[config.mk]
export PLATFORM = sky130hd
export DESIGN_NAME = serial_sub
export DESIGN_NICKNAME = d
export VERILOG_FILES = /design/src/rtl/serial_sub.sv
export SDC_FILE = /design/constraint.sdc
export NUM_CORES = 1
export LEC_CHECK = 0
export CORE_MARGIN = 5
export CORE_UTILIZATION = 30
export CTS_CLUSTER_DIAMETER = 50
export DETAILED_ROUTE_END_ITERATION = 16
export GPL_TIMING_DRIVEN = 0
export HOLD_SLACK_MARGIN = 0.03
export PLACE_DENSITY_LB_ADDON = 0.05
export SLEW_MARGIN = 20
export SYNTH_ARGS = -nofsm -noshare
export SYNTH_HDL_FRONTEND = slang
export SYNTH_SLANG_ARGS = --single-unit
[constraint.sdc]
create_clock -name clk -period 2.4 [get_ports clk]
set_clock_uncertainty 0.15 [all_clocks]
set_input_delay 0.72 -clock clk [delete_from_list [all_inputs] [get_ports clk]]
set_output_delay 0.72 -clock clk [all_outputs]
set_load 0.02 [all_outputs]
[src/rtl/serial_sub.sv]
// Bit-serial WIDTH-bit subtractor: diff = a - b - bin, one bit per clock, LSB first.
// A single full-subtractor cell with a registered borrow; results update only on completion.
module serial_sub #(
    parameter int WIDTH = 8
) (
    input  logic             clk,
    input  logic             rst,
    input  logic             start,
    input  logic [WIDTH-1:0] a,
    input  logic [WIDTH-1:0] b,
    input  logic             bin,
    output logic             busy,
    output logic             done,
    output logic [WIDTH-1:0] diff,
    output logic             bout,
    output logic             ovf,
    output logic [1:0]       dbg_state
);

    // Handshake: start is accepted on any rising edge where the block is not in RUN
    // (IDLE or the one-cycle DONE); done is a single-cycle valid strobe for diff/bout/ovf.
    typedef enum logic [1:0] {IDLE = 2'd0, RUN = 2'd1, DONE = 2'd2} state_t;

    localparam int CW = (WIDTH > 2) ? $clog2(WIDTH) : 1;
    localparam logic [CW-1:0] CNT_LAST = CW'(WIDTH - 1);
    localparam logic [CW-1:0] CNT_ONE  = CW'(1);

    state_t           state_q, state_d;
    logic [WIDTH-1:0] sa_q, sa_d;
    logic [WIDTH-1:0] sb_q, sb_d;
    logic [WIDTH-1:0] work_q, work_d;
    logic [WIDTH-1:0] diff_q, diff_d;
    logic [CW-1:0]    cnt_q, cnt_d;
    logic             br_q, br_d;
    logic             bout_q, bout_d;
    logic             ovf_q, ovf_d;

    logic             bit_d;
    logic             borrow_nxt;
    logic [WIDTH-1:0] work_shift;
    logic             load;

    always_comb begin
        state_d    = state_q;
        sa_d       = sa_q;
        sb_d       = sb_q;
        work_d     = work_q;
        diff_d     = diff_q;
        cnt_d      = cnt_q;
        br_d       = br_q;
        bout_d     = bout_q;
        ovf_d      = ovf_q;
        bit_d      = sa_q[0] ^ sb_q[0] ^ br_q;
        borrow_nxt = (~sa_q[0] & sb_q[0]) | (~(sa_q[0] ^ sb_q[0]) & br_q);
        work_shift = {bit_d, work_q[WIDTH-1:1]};
        load       = 1'b0;

        case (state_q)
            IDLE: begin
                if (start) begin
                    state_d = RUN;
                    load    = 1'b1;
                end
            end
            RUN: begin
                sa_d   = sa_q >> 1;
                sb_d   = sb_q >> 1;
                work_d = work_shift;
                br_d   = borrow_nxt;
                cnt_d  = cnt_q + CNT_ONE;
                if (cnt_q == CNT_LAST) begin
                    // On the last bit sa_q[0]/sb_q[0] are the original operand MSBs.
                    state_d = DONE;
                    diff_d  = work_shift;
                    bout_d  = borrow_nxt;
                    ovf_d   = (sa_q[0] != sb_q[0]) && (bit_d != sa_q[0]);
                end
            end
            DONE: begin
                if (start) begin
                    state_d = RUN;
                    load    = 1'b1;
                end else begin
                    state_d = IDLE;
                end
            end
            default: state_d = IDLE;
        endcase

        if (load) begin
            sa_d  = a;
            sb_d  = b;
            br_d  = bin;
            cnt_d = '0;
        end
    end

    always_ff @(posedge clk) begin
        if (rst) begin
            state_q <= IDLE;
            sa_q    <= '0;
            sb_q    <= '0;
            work_q  <= '0;
            diff_q  <= '0;
            cnt_q   <= '0;
            br_q    <= 1'b0;
            bout_q  <= 1'b0;
            ovf_q   <= 1'b0;
        end else begin
            state_q <= state_d;
            sa_q    <= sa_d;
            sb_q    <= sb_d;
            work_q  <= work_d;
            diff_q  <= diff_d;
            cnt_q   <= cnt_d;
            br_q    <= br_d;
            bout_q  <= bout_d;
            ovf_q   <= ovf_d;
        end
    end

    assign busy      = (state_q == RUN);
    assign done      = (state_q == DONE);
    assign diff      = diff_q;
    assign bout      = bout_q;
    assign ovf       = ovf_q;
    assign dbg_state = state_q;

endmodule

==> run summary <==
## Logic synthesis
• sequential fraction of the synthesis area: 48.6%
• portion of synthesized cell area occupied by the leading cell type: 48.6%
• Cells after Synth: 183
• area fraction in compound gates after synthesis: 16.3%
• dominant combinational cell family by area after synthesis: simple AND/OR/NAND/NOR gates
• count of warnings emitted by yosys: 0
• synthesis-stage register bit count: 39
• multiplexer fraction of the synthesized cell area: 2.49%
• net count after synthesis: 207
• simple-gate share of the synthesized area: 21.6%
• number of distinct standard cells referenced by the synthesized netlist: 31
• top cells by area, synth: dfxtp_1, nand2_1, a21oi_1
• mapped cell area: 0.00161 sq mm
• cell type with the largest total area after synthesis: dfxtp_1
• area share of fa/ha/maj cells after synthesis: 3.58%
• xor/xnor share of the synthesized area: 1.09%
• mean cell area of the mapped netlist: 8.79 sq um

## STA
• setup repair after global routing missed its margin: false
• fin worst setup slack: 109 ps
• achievable frequency: 436 MHz
• final period demand of the worst path: 2290 ps
• Worst-Margin Slew: 619 ps
• final hold violations: 0
• smallest hold slack: 304 ps
• share of the clock period used by the worst path after layout: 95.5%
• Slew Viols, Final: 0
• Setup Viol. Count Final: 0
• worst rel slew slack: 58.7%
• total negative slack: 0 ps

## Min path
• worst min path class: register to register
• Hold Path Stages: 2
• Hold EP: ovf
• Worst Hold Launch: ovf

## Worst setup path
• startpoint of the worst register-to-register path: sa_q[0]
• critical path's slowest cell: clkdlybuf4s50_1
• largest incremental delay on the critical path: 610 ps
• arrival time of data at the critical path endpoint: 1420 ps
• Critical Path Source Type: register
• Reg-to-Reg End: ovf
• kind of cell adding the most delay to the critical path: buffers and inverters
• data required time at the worst endpoint: 1530 ps
• cells along the critical path: nor2b_1 -> clkdlybuf4s50_1
• maximum net fanout on the critical path: 5
• path depth of the worst reg2reg path: 5
• critical path class: register to primary output
• register-to-register path setup slack: 540 ps
• kind of capture point of the worst setup path: primary output
• Buffers & Inverters on Critical Path: 1

## Run status
• outcome: completed

## Die
• Initial Util: 31.1%
• count of pins on the block boundary: 34
• die boundary width: 83.2 microns
• Vert. Die Dim: 83.2 microns
• die footprint: 0.00692 sq mm
• number of placement rows: 26
• Core ar.: 0.00517 sq mm

## Power
• Pwr per Cell Area: 635 mW/mm^2
• leakage power figure: 0.748 nW
• peak supply drop: 196 uV

## Clock network
• number of clock sinks: 39
• setup fix buffers added after clock tree synthesis: 0
• library cell used as clock root buffer: clkbuf_8
• total number of H-tree levels: 2
• CTS tree: yes
• clock-pin transition on the worst setup and hold timing paths: 70 ps
• worst-case clock buffer depth: 2
• TritonCTS buffer count: 5
• clock latency at the later pin of the worst-skew pair: 290 ps
• Post-CTS Hold Buffers: 0

## Layout
• Post-layout nets: 246
• final non-filler cell area: 0.00210 sq mm
• area overhead of the layout relative to synthesis: 30.9%
• register area: 782 sq um
• total area of multi-input combinational cells: 729 sq um
• fill cell count: 526
• final core utilization: 40.7%
• layout cells sized above 1: 12.2%
• final antenna diode count: 0

## Detailed routing
• total number of vias: 1378
• Detailed Route Iter0 Violations: 66
• DRC: 0
• drt total wl: 4010 microns
• WL per Instance: 13.7 microns
• via density per instance: 4.72
• final antenna-violating net count: 0
• first-pass iteration count of the detailed router: 4

## Place
• worst slack after detailed placement: -117 ps
• post-detail-place hpwl: 2840 microns
• cell area after placement: 0.00202 sq mm
• I/O Buffers: 32
• last weighted congestion value of the routability-driven placer: 0.749

## GRT
• vias in the first global route: 1345
• pin count of the biggest net entering global routing: 12
• number of antenna violations at the first check in global routing: 0
• GRT overflow: 0
• GRT Overall Usage: 11.7%
• first-pass GRT wire length: 6450 microns

## Job
• number of max-cap violations: 0

[tightest hold or removal path, stage by stage, from the launching register on]
cell     delay, ps
dfxtp_1        310
nand2_1         50
a21oi_1         50
[layer usage]
| layer | share of wire (%) | wire [microns] | GRT usage [%] | vias to the layer above |
|---|---|---|---|---|
| li1 | - | - | - | 698 |
| met3 | 4.2 | 167 | 2.57 | 7 |
| met4 | 1.8 | 73 | 5.35 | 0 |
| met1 | 45 | 1810 | 13.9 | 637 |
| met5 | 0 | 0 | 0 | - |
| met2 | 49 | 1960 | 19.9 | 36 |
[final cells by class]
type / count / area share [%]
Buffer: 15 / 4.52
Clock buffer: 6 / 3.92
Clock inverter: 1 / 0.238
Inverter: 2 / 0.357
Multi-Input combinational cell: 127 / 34.7
Sequential cell: 39 / 37.2
Tap cell: 70 / 4.16
Timing Repair Buffer: 32 / 15.0
[Yosys cell counts]
cell and instances:
inv_1 1, nor2b_1 1, nand3b_1 1, mux2i_1 4
a211oi_2 1, a21oi_1 18, fa_1 1, a22oi_1 3
a211oi_1 1, a311oi_2 4, inv_2 1, buf_2 4
nand2_1 47, nand2b_2 1, a311oi_1 5, dfxtp_1 39
nor3_1 11, buf_6 2, or3_1 1, nand2b_1 1
o21a_1 1, nor2_1 13, and3b_1 1, buf_4 5
ha_1 3, xor2_1 1, nand3_1 3, clkbuf_1 4
xnor2_1 1, and2b_1 1, o22ai_1 3
[sequential cells by signal, summed over array words and instances (netlist names)]
signal,flops
diff,8
sa_q,8
sb_q,8
work_q,7
cnt_q,3
dbg_state,2
bout,1
br_q,1
ovf,1
[report_power, final]
group	internal (W)	switching [W]	total (W)
Sequential	0.000678	0.0000207	0.000699
Clock	0.000225	0.000221	0.000446
Combinational	0.0000913	0.000101	0.000193
[stage by stage]
step / total power, W / cells
2_1_floorplan: 0.000832 / 183
3_3_place_gp: 0.000902 / 285
3_5_place_dp: 0.000907 / 285
4_1_cts: 0.00136 / 292
5_1_grt: 0.00140 / 292
6_report: 0.00134 / 292
[repair_timing]
item / 4_1_cts / 5_1_grt
endpoints found under the setup margin: 1 / 1
cloned: 0 / 0
pin swaps: 0 / 0
hold endpoints to repair: 0 / 0
resized for setup: 5 / 1
[logic make-up (layout without fill, tap and decap cells)]
| group | after synthesis | after routing |
|---|---|---|
| muxes | 4 | 4 |
| DFF | 39 | 39 |
| and+or+nand+nor | 81 | 81 |
| xor gates and xnor gates | 2 | 2 |
| AOI/OAI and AO/OA | 36 | 36 |
| adders and majority gates | 4 | 4 |
| buffers and inverters | 17 | 56 |
[cell usage in the layout (no fill, tap or decap), drive strengths merged]
master         Yosys  layout
a211oi             2       2
a21oi             18      18
a22oi              3       3
a311oi             9       9
and2b              1       1
and3b              1       1
buf               11      12
clkbuf             4      10
clkdlybuf4s50      0      31
clkinv             0       1
dfxtp             39      39
fa                 1       1
ha                 3       3
inv                2       2
mux2i              4       4
nand2             47      47
nand2b             2       2
nand3              3       3
nand3b             1       1
nor2              13      13
nor2b              1       1
nor3              11      11
o21a               1       1
o22ai              3       3
or3                1       1
xnor2              1       1
xor2               1       1
[worst max-delay path by stage]
stage,slack (ps),cells past startpoint,start,end
global placement,-110,5,dbg_state[0],busy
finish,110,2,dbg_state[1],done
global route,40,2,dbg_state[1],done
CTS,50,5,dbg_state[1],busy
detailed placement,-120,5,dbg_state[0],busy
floorplan,550,4,dbg_state[0],busy
Power figures use the tool's default switching activity.
